===== src/rtl/lfsr_pkg.sv =====
// lfsr_pkg: shared LFSR width, Galois tap mask and controller FSM states
package lfsr_pkg;
  localparam int LFSR_W = 16;
  localparam logic [LFSR_W-1:0] TAP_MASK = 16'hB400;
  typedef enum logic [1:0] {IDLE, RUN, DONE} fsm_t;
endpackage


===== src/rtl/lfsr_step.sv =====
// lfsr_step: combinational next-state of the 16-bit Galois LFSR
//   i_state  current state (bit 0 is the spec's s[1])
//   o_next   right shift, XOR TAP_MASK when the shifted-out bit is 1
module lfsr_step
  import lfsr_pkg::*;
(
  input  logic [LFSR_W-1:0] i_state,
  output logic [LFSR_W-1:0] o_next
);
  assign o_next = (i_state >> 1) ^ ({LFSR_W{i_state[0]}} & TAP_MASK);
endmodule


===== src/rtl/lfsr_seq_ctrl.sv =====
// lfsr_seq_ctrl: loads a seed/count, streams CNT_W-bounded LFSR words, pulses done
//   i_clk, i_rst_n                  clock, async active-low reset
//   i_cfg_valid/o_cfg_ready         configuration handshake (i_cfg_seed, i_cfg_count)
//   i_abort                         end the current run without done
//   o_out_valid/i_out_ready         output stream carrying o_out_data
//   o_busy, o_done, o_err_zero_seed run status and one-cycle pulses
//   o_wrap                          pulse on return to seed, only with LFSR_WRAP_DET_EN
module lfsr_seq_ctrl
  import lfsr_pkg::*;
#(
  parameter int CNT_W = 16
) (
  input  logic              i_clk,
  input  logic              i_rst_n,
  input  logic              i_cfg_valid,
  output logic              o_cfg_ready,
  input  logic [LFSR_W-1:0] i_cfg_seed,
  input  logic [CNT_W-1:0]  i_cfg_count,
  input  logic              i_abort,
  output logic              o_out_valid,
  input  logic              i_out_ready,
  output logic [LFSR_W-1:0] o_out_data,
  output logic              o_busy,
  output logic              o_done,
  output logic              o_err_zero_seed,
  output logic              o_wrap
);
  fsm_t              r_fsm, w_fsm_nxt;
  logic [LFSR_W-1:0] r_lfsr, w_next;
  logic [CNT_W-1:0]  r_rem;
  logic              r_err, r_done_z;
  logic              w_cfg_fire, w_load, w_xfer;
  lfsr_step u_step (.i_state(r_lfsr), .o_next(w_next));
  assign w_cfg_fire = (r_fsm == IDLE) && i_cfg_valid;
  assign w_load     = w_cfg_fire && (i_cfg_seed != '0) && (i_cfg_count != '0);
  assign w_xfer     = (r_fsm == RUN) && i_out_ready;
  always_ff @(posedge i_clk or negedge i_rst_n)
    if (!i_rst_n) r_fsm <= IDLE;
    else          r_fsm <= w_fsm_nxt;
  always_comb
    w_fsm_nxt = (r_fsm == IDLE) ? (w_load ? RUN : IDLE) :
                (r_fsm == RUN)  ? (i_abort ? IDLE : (w_xfer && r_rem == CNT_W'(1)) ? DONE : RUN) :
                IDLE;
  always_comb begin
    o_cfg_ready     = (r_fsm == IDLE);
    o_out_valid     = (r_fsm == RUN);
    o_busy          = (r_fsm == RUN);
    o_out_data      = r_lfsr;
    // count==0 completion happens in IDLE, so it needs its own registered pulse
    o_done          = (r_fsm == DONE) || r_done_z;
    o_err_zero_seed = r_err;
  end
  always_ff @(posedge i_clk or negedge i_rst_n)
    if (!i_rst_n) begin
      r_lfsr   <= '0;
      r_rem    <= '0;
      r_err    <= 1'b0;
      r_done_z <= 1'b0;
    end else begin
      r_err    <= w_cfg_fire && (i_cfg_seed == '0);
      r_done_z <= w_cfg_fire && (i_cfg_seed != '0) && (i_cfg_count == '0);
      if (w_load) begin
        r_lfsr <= i_cfg_seed;
        r_rem  <= i_cfg_count;
      end else if (w_xfer) begin
        r_lfsr <= w_next;
        r_rem  <= r_rem - CNT_W'(1);
      end
    end
`ifdef LFSR_WRAP_DET_EN
  logic [LFSR_W-1:0] r_seed;
  logic              r_wrap;
  always_ff @(posedge i_clk or negedge i_rst_n)
    if (!i_rst_n) begin
      r_seed <= '0;
      r_wrap <= 1'b0;
    end else begin
      if (w_load) r_seed <= i_cfg_seed;
      r_wrap <= w_xfer && (w_next == r_seed);
    end
  assign o_wrap = r_wrap;
`else
  assign o_wrap = 1'b0;
`endif
endmodule


===== config.mk =====
export PLATFORM = sky130hd
export DESIGN_NAME = lfsr_seq_ctrl
export DESIGN_NICKNAME = d
export VERILOG_FILES = /design/src/rtl/lfsr_pkg.sv /design/src/rtl/lfsr_step.sv /design/src/rtl/lfsr_seq_ctrl.sv
export SDC_FILE = /design/constraint.sdc
export NUM_CORES = 1
export LEC_CHECK = 0
export ABC_AREA = 1
export CAP_MARGIN = 40
export CORE_ASPECT_RATIO = 1.5
export CORE_UTILIZATION = 41
export CTS_CLUSTER_SIZE = 28
export DETAILED_ROUTE_END_ITERATION = 6
export HOLD_SLACK_MARGIN = 0.05
export PLACE_DENSITY = 0.68
export SYNTH_ARGS = -nofsm -noshare
export SYNTH_HDL_FRONTEND = slang
export SYNTH_SLANG_ARGS = --single-unit

===== constraint.sdc =====
create_clock -name i_clk -period 3.6 [get_ports i_clk]
set_clock_uncertainty 0.2 [all_clocks]
set_input_delay 1.08 -clock i_clk [delete_from_list [all_inputs] [get_ports i_clk]]
set_output_delay 1.08 -clock i_clk [all_outputs]
set_load 0.05 [all_outputs]

Yosys cells after proc, flatten, opt, wreduce, memory -nomap -nowiden. Cells that the tools add are included.

Flip-flop bits (word level): 36. Bits of input ports: 37. Output and inout bits: 22. Word-level logic and storage cells: 33.

Add/sub/neg operators: 1. Equality and inequality tests: 3. Multiplexer cells: 9. Bitwise gates (word level): 1. Reductions and logical operators: 14.

Operator list (count): $mux W16 (4); $logic_not A16 Y1 (2); $reduce_bool A16 Y1 (2); $eq A16 B1 Y1 const B (1); $sub A16 B1 Y16 const B (1); $xor A15 B16 Y16 (1); $mux W2 (4); $logic_and A1 B1 Y1 (7); $eq A2 B1 Y1 const B (1); $eq A2 B2 Y1 const B (1); $logic_not A2 Y1 (1); $reduce_bool A2 Y1 (1); $logic_or A1 B1 Y1 (1); $mux W1 (1).

Longest topological paths before layout. Gate-level depths: netlist of the first run.

Depth after elaboration: 7. Gate-level depth with buffers: 9. Depth with buffers taken out: 9.

Cells and area by module. From an unflattened synthesis of the first run, not the netlist that was laid out.

Cell total of the unflattened synthesis: 342. Area, all modules: 2546.2 sq um.

Modules (own cells, without submodules): lfsr_seq_ctrl (instances 1, cells an instance 316, area each 2399.8 sq um, seq. area each 900.9 sq um); lfsr_step (instances 1, cells an instance 26, area each 146.4 sq um, seq. area each 0.0 sq um).

Worst setup path before layout of the first run. Ideal clock, no wire load.

Path type: reg2out. Start point: register r_fsm[1]. End point: output o_done. Arrival: 1.220 ns. Data required time: 2.320 ns. Setup slack: 1.100 ns. Stages on the path, launching flop included: 3. Buffers on the path: 0. Path through: dfrtp_1 -> inv_1 -> o21bai_1.

Word-level cells in the longest chain between the ends: 2.

RTL lines: start, declared (line lfsr_seq_ctrl.sv:28) `fsm_t r_fsm, w_fsm_nxt;`; start signal, assigned (line lfsr_seq_ctrl.sv:39) `else r_fsm <= w_fsm_nxt;`; $eq A2 B2 Y1 (line lfsr_seq_ctrl.sv:50) `o_done = (r_fsm == DONE) || r_done_z;`; $logic_or A1 B1 Y1 (line lfsr_seq_ctrl.sv:50); end, declared (line lfsr_seq_ctrl.sv:24) `output logic o_done,`.

Every way passes these cells.

Worst setup path after layout of the first run.
Start point: register r_fsm[1]. End point: output o_busy.

Word-level cells in the longest chain between the ends: 1.

RTL lines: $eq A2 B1 Y1 (line lfsr_seq_ctrl.sv:47) `o_busy = (r_fsm == RUN);`; end, declared (line lfsr_seq_ctrl.sv:23) `output logic o_busy,`.

Every way passes these cells.

==> results of run 1 <==
-- registers in the layout (all words and copies together), names as in the netlist --
signal	flops
o_out_data	16
o_err_zero_seed	1
r_rem	16
r_fsm	2
r_done_z	1
-- layout make-up --
class | count | share of cell area
well taps | 72 | 0.0285
multi-input cells | 238 | 0.443
inverters | 20 | 0.0253
repair buffers | 61 | 0.190
flip-flops and latches | 36 | 0.285
clock buffers | 8 | 0.0285
-- metal layers --
layer | track usage | vias up
met5 | 0 | -
met4 | 0.0966 | 0
met3 | 0.0451 | 16
met2 | 0.385 | 52
met1 | 0.250 | 1114
li1 | - | 1161
-- worst min-delay path: stages, from the launching register on --
cell	delay, ns
dfrtp_1	0.37
nand3_1	0.08
nand3_1	0.06
-- metrics by stage --
step                      instances  worst slack [ns]   util  hold slack, ns  power [mW]
after floorplan                 315              1.10      -           0.301        1.25
after global placement          427             0.543  0.519           0.320        1.48
after detailed placement        427             0.533  0.519           0.331        1.50
after CTS                       435             0.503  0.534           0.347        1.81
after global routing            435             0.456  0.534           0.370        1.91
final                           435             0.520  0.534           0.341        1.79
-- synthesized netlist by cell type --
library cell | count | share of area
inv_4 | 2 | 0.0049
dfrtp_1 | 36 | 0.35
nor4_1 | 1 | 0.0025
xnor2_1 | 1 | 0.0034
nand2_1 | 58 | 0.086
buf_6 | 6 | 0.027
nand3_1 | 44 | 0.087
or2_0 | 1 | 0.0025
nand2_8 | 1 | 0.0079
nand4_1 | 34 | 0.084
conb_1 | 1 | 0.0015
nand2_2 | 3 | 0.0074
nor3_2 | 1 | 0.0039
nor3_4 | 1 | 0.0064
nand3_2 | 35 | 0.14
buf_2 | 6 | 0.012
nor2_1 | 40 | 0.059
o21ai_0 | 1 | 0.0020
o21bai_1 | 1 | 0.0030
nand3_4 | 1 | 0.0069
o21ai_1 | 1 | 0.0020
clkbuf_1 | 2 | 0.0030
xor2_1 | 9 | 0.031
a21o_1 | 1 | 0.0030
buf_4 | 6 | 0.018
ha_1 | 2 | 0.0098
inv_1 | 18 | 0.027
nor2_4 | 1 | 0.0044
buf_8 | 1 | 0.0059
-- power by group --
group	internal [mW]	switching (mW)	total, mW
Clock	0.156	0.146	0.302
Sequential	0.518	0.143	0.661
Combinational	0.307	0.516	0.823
Total	0.981	0.806	1.79
-- worst max-delay path by stage --
| stage | from | endpoint | slack (ns) | depth (start not counted) |
|---|---|---|---|---|
| floorplan | r_fsm[1] | o_done | 1.10 | 2 |
| global placement | i_cfg_count[13] | r_rem[0] | 0.54 | 9 |
| detailed placement | i_cfg_count[13] | r_rem[0] | 0.53 | 9 |
| CTS | r_fsm[1] | o_busy | 0.50 | 4 |
| global route | r_fsm[1] | o_out_valid | 0.46 | 4 |
| finish | r_fsm[1] | o_busy | 0.52 | 4 |
-- cells by family (layout without fill, tap and decap cells) --
| kind of cell | after synthesis | after routing | share of synthesized area |
|---|---|---|---|
| AND/OR/NAND/NOR | 221 | 221 | 0.494 |
| buffers and inverters | 41 | 89 | 0.0964 |
| XOR/XNOR | 10 | 10 | 0.0344 |
| other | 1 | 1 | 0.00147 |
| flip-flops | 36 | 36 | 0.354 |
| adder cells (fa/ha/maj) | 2 | 2 | 0.00983 |
| AO/OA/AOI/OAI | 4 | 4 | 0.00983 |
-- layout by cell type, fill, tap and decap left out, drive strengths merged, types with 2 or more instances in the layout --
master         Yosys  layout
nand2             62      62
nand3             80      80
clkdlybuf4s50      0      57
dfrtp             36      36
inv               20      20
clkbuf             2       8
xor2               9       9
nor2              41      41
nor3               2       2
buf               19       4
nand4             34      34
ha                 2       2
o21ai              2       2
==> key figures, run 1 <==
Min path
  • Hold path depth: 2
  • Hold endpoint: r_rem[1]
  • Hold Crit Class: reg -> reg
  • Min-Delay Startpoint: r_rem[1]

Floorplan
  • Die Y: between 90 and 100 um
  • Core footprint: 0.00591 mm2
  • Initial Util: 0.430
  • Die area: 0.00653 mm2
  • Ports: between 50 and 60
  • FP Rows: 34
  • Die X: between 60 and 70 um

Synth
  • Register area share after synthesis: 0.354
  • #FFs+latches synth: 36
  • Syn Area/Cell: about 8.1 um2
  • Mapped Cells: 315
  • Synth Cell Area: 0.00254 mm2
  • Netlist cell types: 29
  • Net Count, Synth: 354
  • Synthesis warning total: 0

Critical path
  • Setup CP Type: reg -> out
  • Crit end category: output pin
  • Reg2Reg Depth: 8
  • R2R setup slack: around 1.8 ns
  • WP data required: 2.32 ns
  • Worst-path fanout max: 4
  • WP buf/inv: 3
  • Slowest stage cell on the critical path: clkdlybuf4s50_1
  • Crit-path cells: inv_1 -> nand2_2 -> inv_4 -> clkdlybuf4s50_1
  • Crit path max-delay family: buffers and inverters
  • Max stage delay on crit path: approximately 0.80 ns
  • Worst r2r src: r_fsm[1]
  • Worst EP arrival: about 1.8 ns
  • Worst reg2reg path endpoint: r_fsm[0]
  • Startpoint types: register

Clock network
  • CTS tree: yes
  • PostCTS Resize Cnt: 0
  • TritonCTS Buffers: 5
  • Max Root-Sink Buffers: 2
  • Setup Buffers After CTS: 0
  • H-tree depth reported by CTS: 2
  • Clock slew at reported path FFs: 0.06 ns
  • Worst-Skew Late Latency: 0.29 ns
  • CTS root buf: clkbuf_8
  • Clk sinks: 36
  • Hold buffer count at CTS: 0

Drt
  • Final wirelength: between 6 and 7 mm
  • Via count: 2343
  • Drt pass-1 iters: 4
  • Vias per cell: 5.39
  • Max layer used: met4
  • Routed len/inst: 14.8 um
  • WL met2: ~3.4 mm
  • Met1 wire length: 2.59 mm
  • Detailed Route Iter0 Violations: 120
  • Routed Antenna Nets: 0
  • Met3 WL: 231 um
  • Residual DRC: 0

STA
  • Setup TNS: 0 ns
  • Post-layout minimum cycle time: 3.08 ns
  • Period utilisation layout: 0.855
  • Fmax: 0.325 GHz
  • Setup Viol. Count Final: 0
  • Final hold vios: 0
  • Rel. slew slack: 0.608
  • Worst-margin pin slew: 0.588 ns
  • RSZ-0062 raised after global routing: false
  • Max Slew Vio Count: 0

Placement
  • Hpwl dp: 4.51 mm
  • Dpl cell area: 0.00307 mm2
  • Routability cong.: around 0.78
  • Port Buffers: 57

Power
  • Lkg Pwr: 1.38 nW
  • PD cells: around 570 mW/mm2
  • Worst vdd ir: 0.372 mV

Run status
  • Run status: finished clean

Global routing
  • Total track usage: 0.220
  • Initial antenna violation count: 0
  • Total global routing overflow: 0
  • Global-route wire length before repair: 11.0 mm
  • Vias in the first global route: 2329
  • Largest net degree at the start of global routing: 37

Finish
  • Filler cells: 574
  • Area grow syn2layout: 24.2%
  • Finished Cell Area: 0.00316 mm2
  • FF+latch area: 901 um2
  • Layout cells sized above 1: 0.152
  • Diode count: 0
  • Area occupied by multi-input gates: 0.00140 mm2
  • # nets final: 401

Job
  • Max cap viols: 0
No activity file was read; power rests on OpenSTA's default activity.
==> inputs of run 2 (changes only) <==
--- a/config.mk
+++ b/config.mk
@@ -12,6 +12,7 @@
 export CTS_CLUSTER_SIZE = 28
 export DETAILED_ROUTE_END_ITERATION = 6
 export HOLD_SLACK_MARGIN = 0.05
+export MAX_ROUTING_LAYER = met4
 export PLACE_DENSITY = 0.68
 export SYNTH_ARGS = -nofsm -noshare
 export SYNTH_HDL_FRONTEND = slang
==> run 2 against run 1 <==
Clock power barely moved. First-iteration DRC count is 12% higher. Combinational power about the same. Utilization unchanged. Cell area unchanged. Sequential cell count unchanged. Global-route usage increased by 0.69 points. Hold slack got worse by 0.00097 ns. Die area unchanged. Count of clock-buffer cells in the layout unchanged. Non-clock buffer count unchanged. Worst setup slack barely moved. Largest power group unchanged.
==> key figures, run 2 (same netlist as run 1, synthesis figures left out) <==
Power
  • Lkg Pwr: 1.38 nW
  • Logic pwr share: 0.461
  • Switching Fraction: 0.451
  • Sequential Power Share: 0.370
  • Worst vdd ir: 0.374 mV
  • PD cells: ~570 mW/mm2
  • Total power: 1.79 mW
  • P_int: 981 uW
  • NetSw: 806 uW
  • Clock network power share: 0.170

Drt
  • Drt pass-1 iters: 4
  • Routed len/inst: 14.8 um
  • Final wirelength: 6.45 mm
  • Vias per cell: between 5 and 6
  • Residual DRC: 0
  • Via count: 2333
  • Routed Antenna Nets: 0
  • Detailed Route Iter0 Violations: roughly 130

Clock network
  • Hold buffer count at CTS: 0
  • PostCTS Resize Cnt: 0
  • Worst-Skew Late Latency: 0.29 ns
  • Clock slew at reported path FFs: 0.06 ns
  • Clk sinks: 36
  • Setup Buffers After CTS: 0
  • CTS tree: yes
  • H-tree depth reported by CTS: 2
  • TritonCTS Buffers: 5
  • Max Root-Sink Buffers: 2
  • CTS root buf: clkbuf_8

Min path
  • Hold Crit Class: reg -> reg

Global routing
  • Total global routing overflow: 0
  • Initial antenna violation count: 0
  • Vias in the first global route: 2327
  • Total track usage: 0.227
  • Largest net degree at the start of global routing: 37
  • Global-route wire length before repair: 11.0 mm

STA
  • RSZ-0062 raised after global routing: false
  • Rel. slew slack: 0.612
  • Fmax: 0.325 GHz
  • Final hold vios: 0
  • Worst-margin pin slew: slightly below 0.6 ns
  • Setup Viol. Count Final: 0
  • Post-layout minimum cycle time: 3.08 ns
  • Setup TNS: 0 ns
  • Period utilisation layout: 0.856
  • Max Slew Vio Count: 0

Finish
  • FF+latch area: 901 um2
  • Diode count: 0
  • Finished Cell Area: between 0.003 and 0.004 mm2
  • Filler cells: around 570
  • Area grow syn2layout: 24.2%
  • Commonest non-fill, non-tap cell in the layout: nand2_1
  • # nets final: 401
  • Area occupied by multi-input gates: 0.00140 mm2
  • Non-Filler Instances: 435
  • Layout cells sized above 1: 0.152
  • Most frequent cells in the layout: nand2_1 (58), clkdlybuf4s50_1 (57), nand3_1 (44), nor2_1 (40), dfrtp_1 (36)

Run status
  • Run status: finished clean

Floorplan
  • Ports: between 50 and 60
  • FP Rows: 34
  • Die Y: 98.5 um
  • Die X: roughly 66 um
  • Initial Util: 0.430
  • Core footprint: 0.00591 mm2
  • Die area: roughly 0.0065 mm2

Placement
  • Dpl cell area: 0.00307 mm2
  • Hpwl dp: about 4.5 mm
  • Placed Cells: approximately 430
  • Port Buffers: 57
  • Routability cong.: 0.795

Critical path
  • Worst-path fanout max: 4
  • Startpoint types: register
  • Crit end category: output pin
  • Worst EP arrival: 1.80 ns
  • Setup CP Type: reg -> out
  • WP data required: 2.32 ns

Job
  • Max cap viols: 0
[run 2: final timing paths]
check,from,endpoint,slack (ns),cells past startpoint
setup / recovery,r_fsm[1],o_busy,0.52,4
hold / removal,r_rem[1],r_rem[1],0.34,2
setup reg to reg,r_fsm[1],r_fsm[0],1.75,8
hold reg to reg,r_rem[1],r_rem[1],0.34,2
max in group asynchronous,i_rst_n,r_rem[1],1.85,2
min in group asynchronous,i_rst_n,r_rem[7],1.01,2
[run 2: through the flow]
| step | hold slack (ns) | util | setup slack (ns) |
|---|---|---|---|
| 2_1_floorplan | 0.301 | - | 1.10 |
| 3_3_place_gp | 0.320 | 0.519 | 0.543 |
| 3_5_place_dp | 0.331 | 0.519 | 0.533 |
| 4_1_cts | 0.347 | 0.534 | 0.503 |
| 5_1_grt | 0.370 | 0.534 | 0.456 |
| 6_report | 0.340 | 0.534 | 0.520 |
[run 2: per-layer routing]
| layer | track usage | part of all wire | up-vias |
|---|---|---|---|
| met4 | 0.0966 | 0.032 | 0 |
| met5 | - | 0 | - |
| met3 | 0.0405 | 0.038 | 15 |
| met2 | 0.381 | 0.52 | 57 |
| met1 | 0.258 | 0.41 | 1098 |
| li1 | - | - | 1163 |
[run 2: power groups by stage]
stage / Sequential, mW / Combinational (mW) / Clock [mW]
after floorplan: 0.823 / 0.423 / 0
after global placement: 0.666 / 0.818 / 0
after detailed placement: 0.669 / 0.827 / 0
after CTS: 0.662 / 0.830 / 0.314
after global routing: 0.682 / 0.896 / 0.329
final: 0.661 / 0.823 / 0.303
[run 2: cell type report]
type / instances / share of cell area
Inverter: 20 / 0.0253
Sequential cell: 36 / 0.285
Tap cell: 72 / 0.0285
Clock buffer: 8 / 0.0285
Timing Repair Buffer: 61 / 0.190
Multi-Input combinational cell: 238 / 0.443
[run 2: critical path: stages (launching register included)]
cell and delay, ns:
dfrtp_1 0.42, inv_1 0.10, nand2_2 0.09, inv_4 0.10, clkdlybuf4s50_1 0.80
==> inputs of run 3 (changes only) <==
--- a/config.mk
+++ b/config.mk
@@ -7,9 +7,9 @@
 export LEC_CHECK = 0
 export ABC_AREA = 1
 export CAP_MARGIN = 40
-export CORE_ASPECT_RATIO = 1.5
+export CORE_ASPECT_RATIO = 1.1
+export CORE_MARGIN = 5
 export CORE_UTILIZATION = 41
-export CTS_CLUSTER_SIZE = 28
 export DETAILED_ROUTE_END_ITERATION = 6
 export HOLD_SLACK_MARGIN = 0.05
 export MAX_ROUTING_LAYER = met4
==> run 3 against run 2 <==
Cell area rose by 0.51%. Register-to-register slack got worse by 0.05 ns. Power up 0.76%. Critical endpoint unchanged. Highest routed layer unchanged.
==> key figures, run 3 (same netlist as run 1, synthesis figures left out) <==
Critical path
  • Worst reg2reg path endpoint: r_rem[0]
  • Setup CP Type: reg -> out
  • R2R setup slack: approximately 1.7 ns
  • Startpoint types: register
  • Worst EP arrival: 1.83 ns
  • WP data required: between 2 and 2.5 ns
  • Worst-path fanout max: 4
  • Crit end category: output pin
  • Reg2Reg Depth: 4
  • Worst r2r src: r_fsm[0]

Floorplan
  • Ports: 59
  • Die area: roughly 0.008 mm2
  • Die Y: 92.6 um
  • Die X: 85.1 um
  • Core footprint: 0.00612 mm2
  • Initial Util: 0.416
  • FP Rows: 30

Drt
  • Met1 wire length: 2.96 mm
  • Drt pass-1 iters: 5
  • Final wirelength: approximately 6.5 mm
  • WL met2: 3.12 mm
  • Residual DRC: 0
  • Max layer used: met4
  • Routed len/inst: ~15 um
  • Via count: 2366
  • Routed Antenna Nets: 0
  • Detailed Route Iter0 Violations: 152
  • Met3 WL: 272 um
  • Vias per cell: 5.35

Clock network
  • PostCTS Resize Cnt: 0
  • TritonCTS Buffers: 5
  • Worst-Skew Late Latency: 0.28 ns
  • CTS root buf: clkbuf_8
  • H-tree depth reported by CTS: 2
  • Setup Buffers After CTS: 0
  • Clock slew at reported path FFs: 0.07 ns
  • CTS tree: yes
  • Clk sinks: 36
  • Hold buffer count at CTS: 0
  • Max Root-Sink Buffers: 2

Finish
  • Layout cells sized above 1: 0.155
  • Most frequent cells in the layout: nand2_1 (58), clkdlybuf4s50_1 (57), nand3_1 (44), nor2_1 (40), dfrtp_1 (36)
  • Finished Cell Area: 0.00318 mm2
  • Commonest non-fill, non-tap cell in the layout: nand2_1
  • Area grow syn2layout: 24.8%
  • Filler cells: 612
  • # nets final: ~400
  • Final Util: 0.519
  • Diode count: 0

STA
  • Worst Slack Setup Final: 0.487 ns
  • Worst-margin pin slew: 0.576 ns
  • RSZ-0062 raised after global routing: false
  • Setup TNS: 0 ns
  • Fmax: ~0.32 GHz
  • Rel. slew slack: 0.616
  • Period utilisation layout: 0.865
  • Max Slew Vio Count: 0
  • Final hold vios: 0
  • Setup Viol. Count Final: 0
  • WHS: 0.338 ns
  • Post-layout minimum cycle time: 3.11 ns

Placement
  • Hpwl dp: 4.57 mm
  • Port Buffers: 57
  • Post-Place Setup Slack: around 0.6 ns
  • Routability cong.: 0.881
  • Dpl cell area: 0.00308 mm2

Power
  • Worst vdd ir: 0.362 mV
  • Lkg Pwr: 1.38 nW
  • PD cells: 567 mW/mm2

Global routing
  • Vias in the first global route: 2322
  • Global-route wire length before repair: 11.0 mm
  • Largest net degree at the start of global routing: 37
  • Total track usage: 0.174
  • Initial antenna violation count: 0
  • Total global routing overflow: 0

Min path
  • Hold Crit Class: reg -> reg
  • Min-Delay Startpoint: o_out_data[4]
  • Hold path depth: 2
  • Hold endpoint: o_out_data[3]

Run status
  • Run status: finished clean

Job
  • Max cap viols: 0
-- run 3: cell count changes in the layout (fill, tap and decap cells not counted) --
cell      previous run  this run
clkbuf_1             2         0
clkbuf_8             6         7
-- run 3: metal layers --
layer  global-route usage  vias to the layer above
met5                    -                        -
met4               0.0422                        0
met3               0.0383                       13
met2                0.281                       55
met1                0.222                     1133
li1                     -                     1165
-- run 3: worst max-delay path by stage --
stage	start	to	slack [ns]	depth (start not counted)
finish	r_fsm[1]	o_busy	0.49	4
global placement	i_cfg_valid	r_rem[0]	0.60	6
floorplan	r_fsm[1]	o_done	1.10	2
detailed placement	i_cfg_count[13]	r_rem[0]	0.58	9
CTS	r_fsm[1]	o_busy	0.47	4
global route	r_fsm[1]	o_busy	0.40	4
-- run 3: report_power, final --
part,total (mW),internal (mW),switching [mW]
registers,0.662,0.518,0.144
logic,0.825,0.307,0.518
clock network,0.314,0.171,0.144
total,1.80,0.996,0.805
-- run 3: area by class of cell --
type                            count  area [um2]  share of cell area
Clock buffer                        7        96.3              0.0303
Timing Repair Buffer               61         601               0.189
Tap cell                           80         100              0.0315
Multi-Input combinational cell    238        1400               0.440
Sequential cell                    36         901               0.284
Inverter                           20        80.1              0.0252
-- run 3: metrics by stage --
stage | total power, mW | instances
floorplan | 1.25 | 315
global placement | 1.48 | 435
detailed placement | 1.50 | 435
CTS | 1.82 | 442
global route | 1.92 | 442
finish | 1.80 | 442
-- run 3: critical path: stages (launching register included) --
cell and delay [ns]:
dfrtp_1 0.44, inv_1 0.11, nand2_2 0.09, inv_4 0.11, clkdlybuf4s50_1 0.81
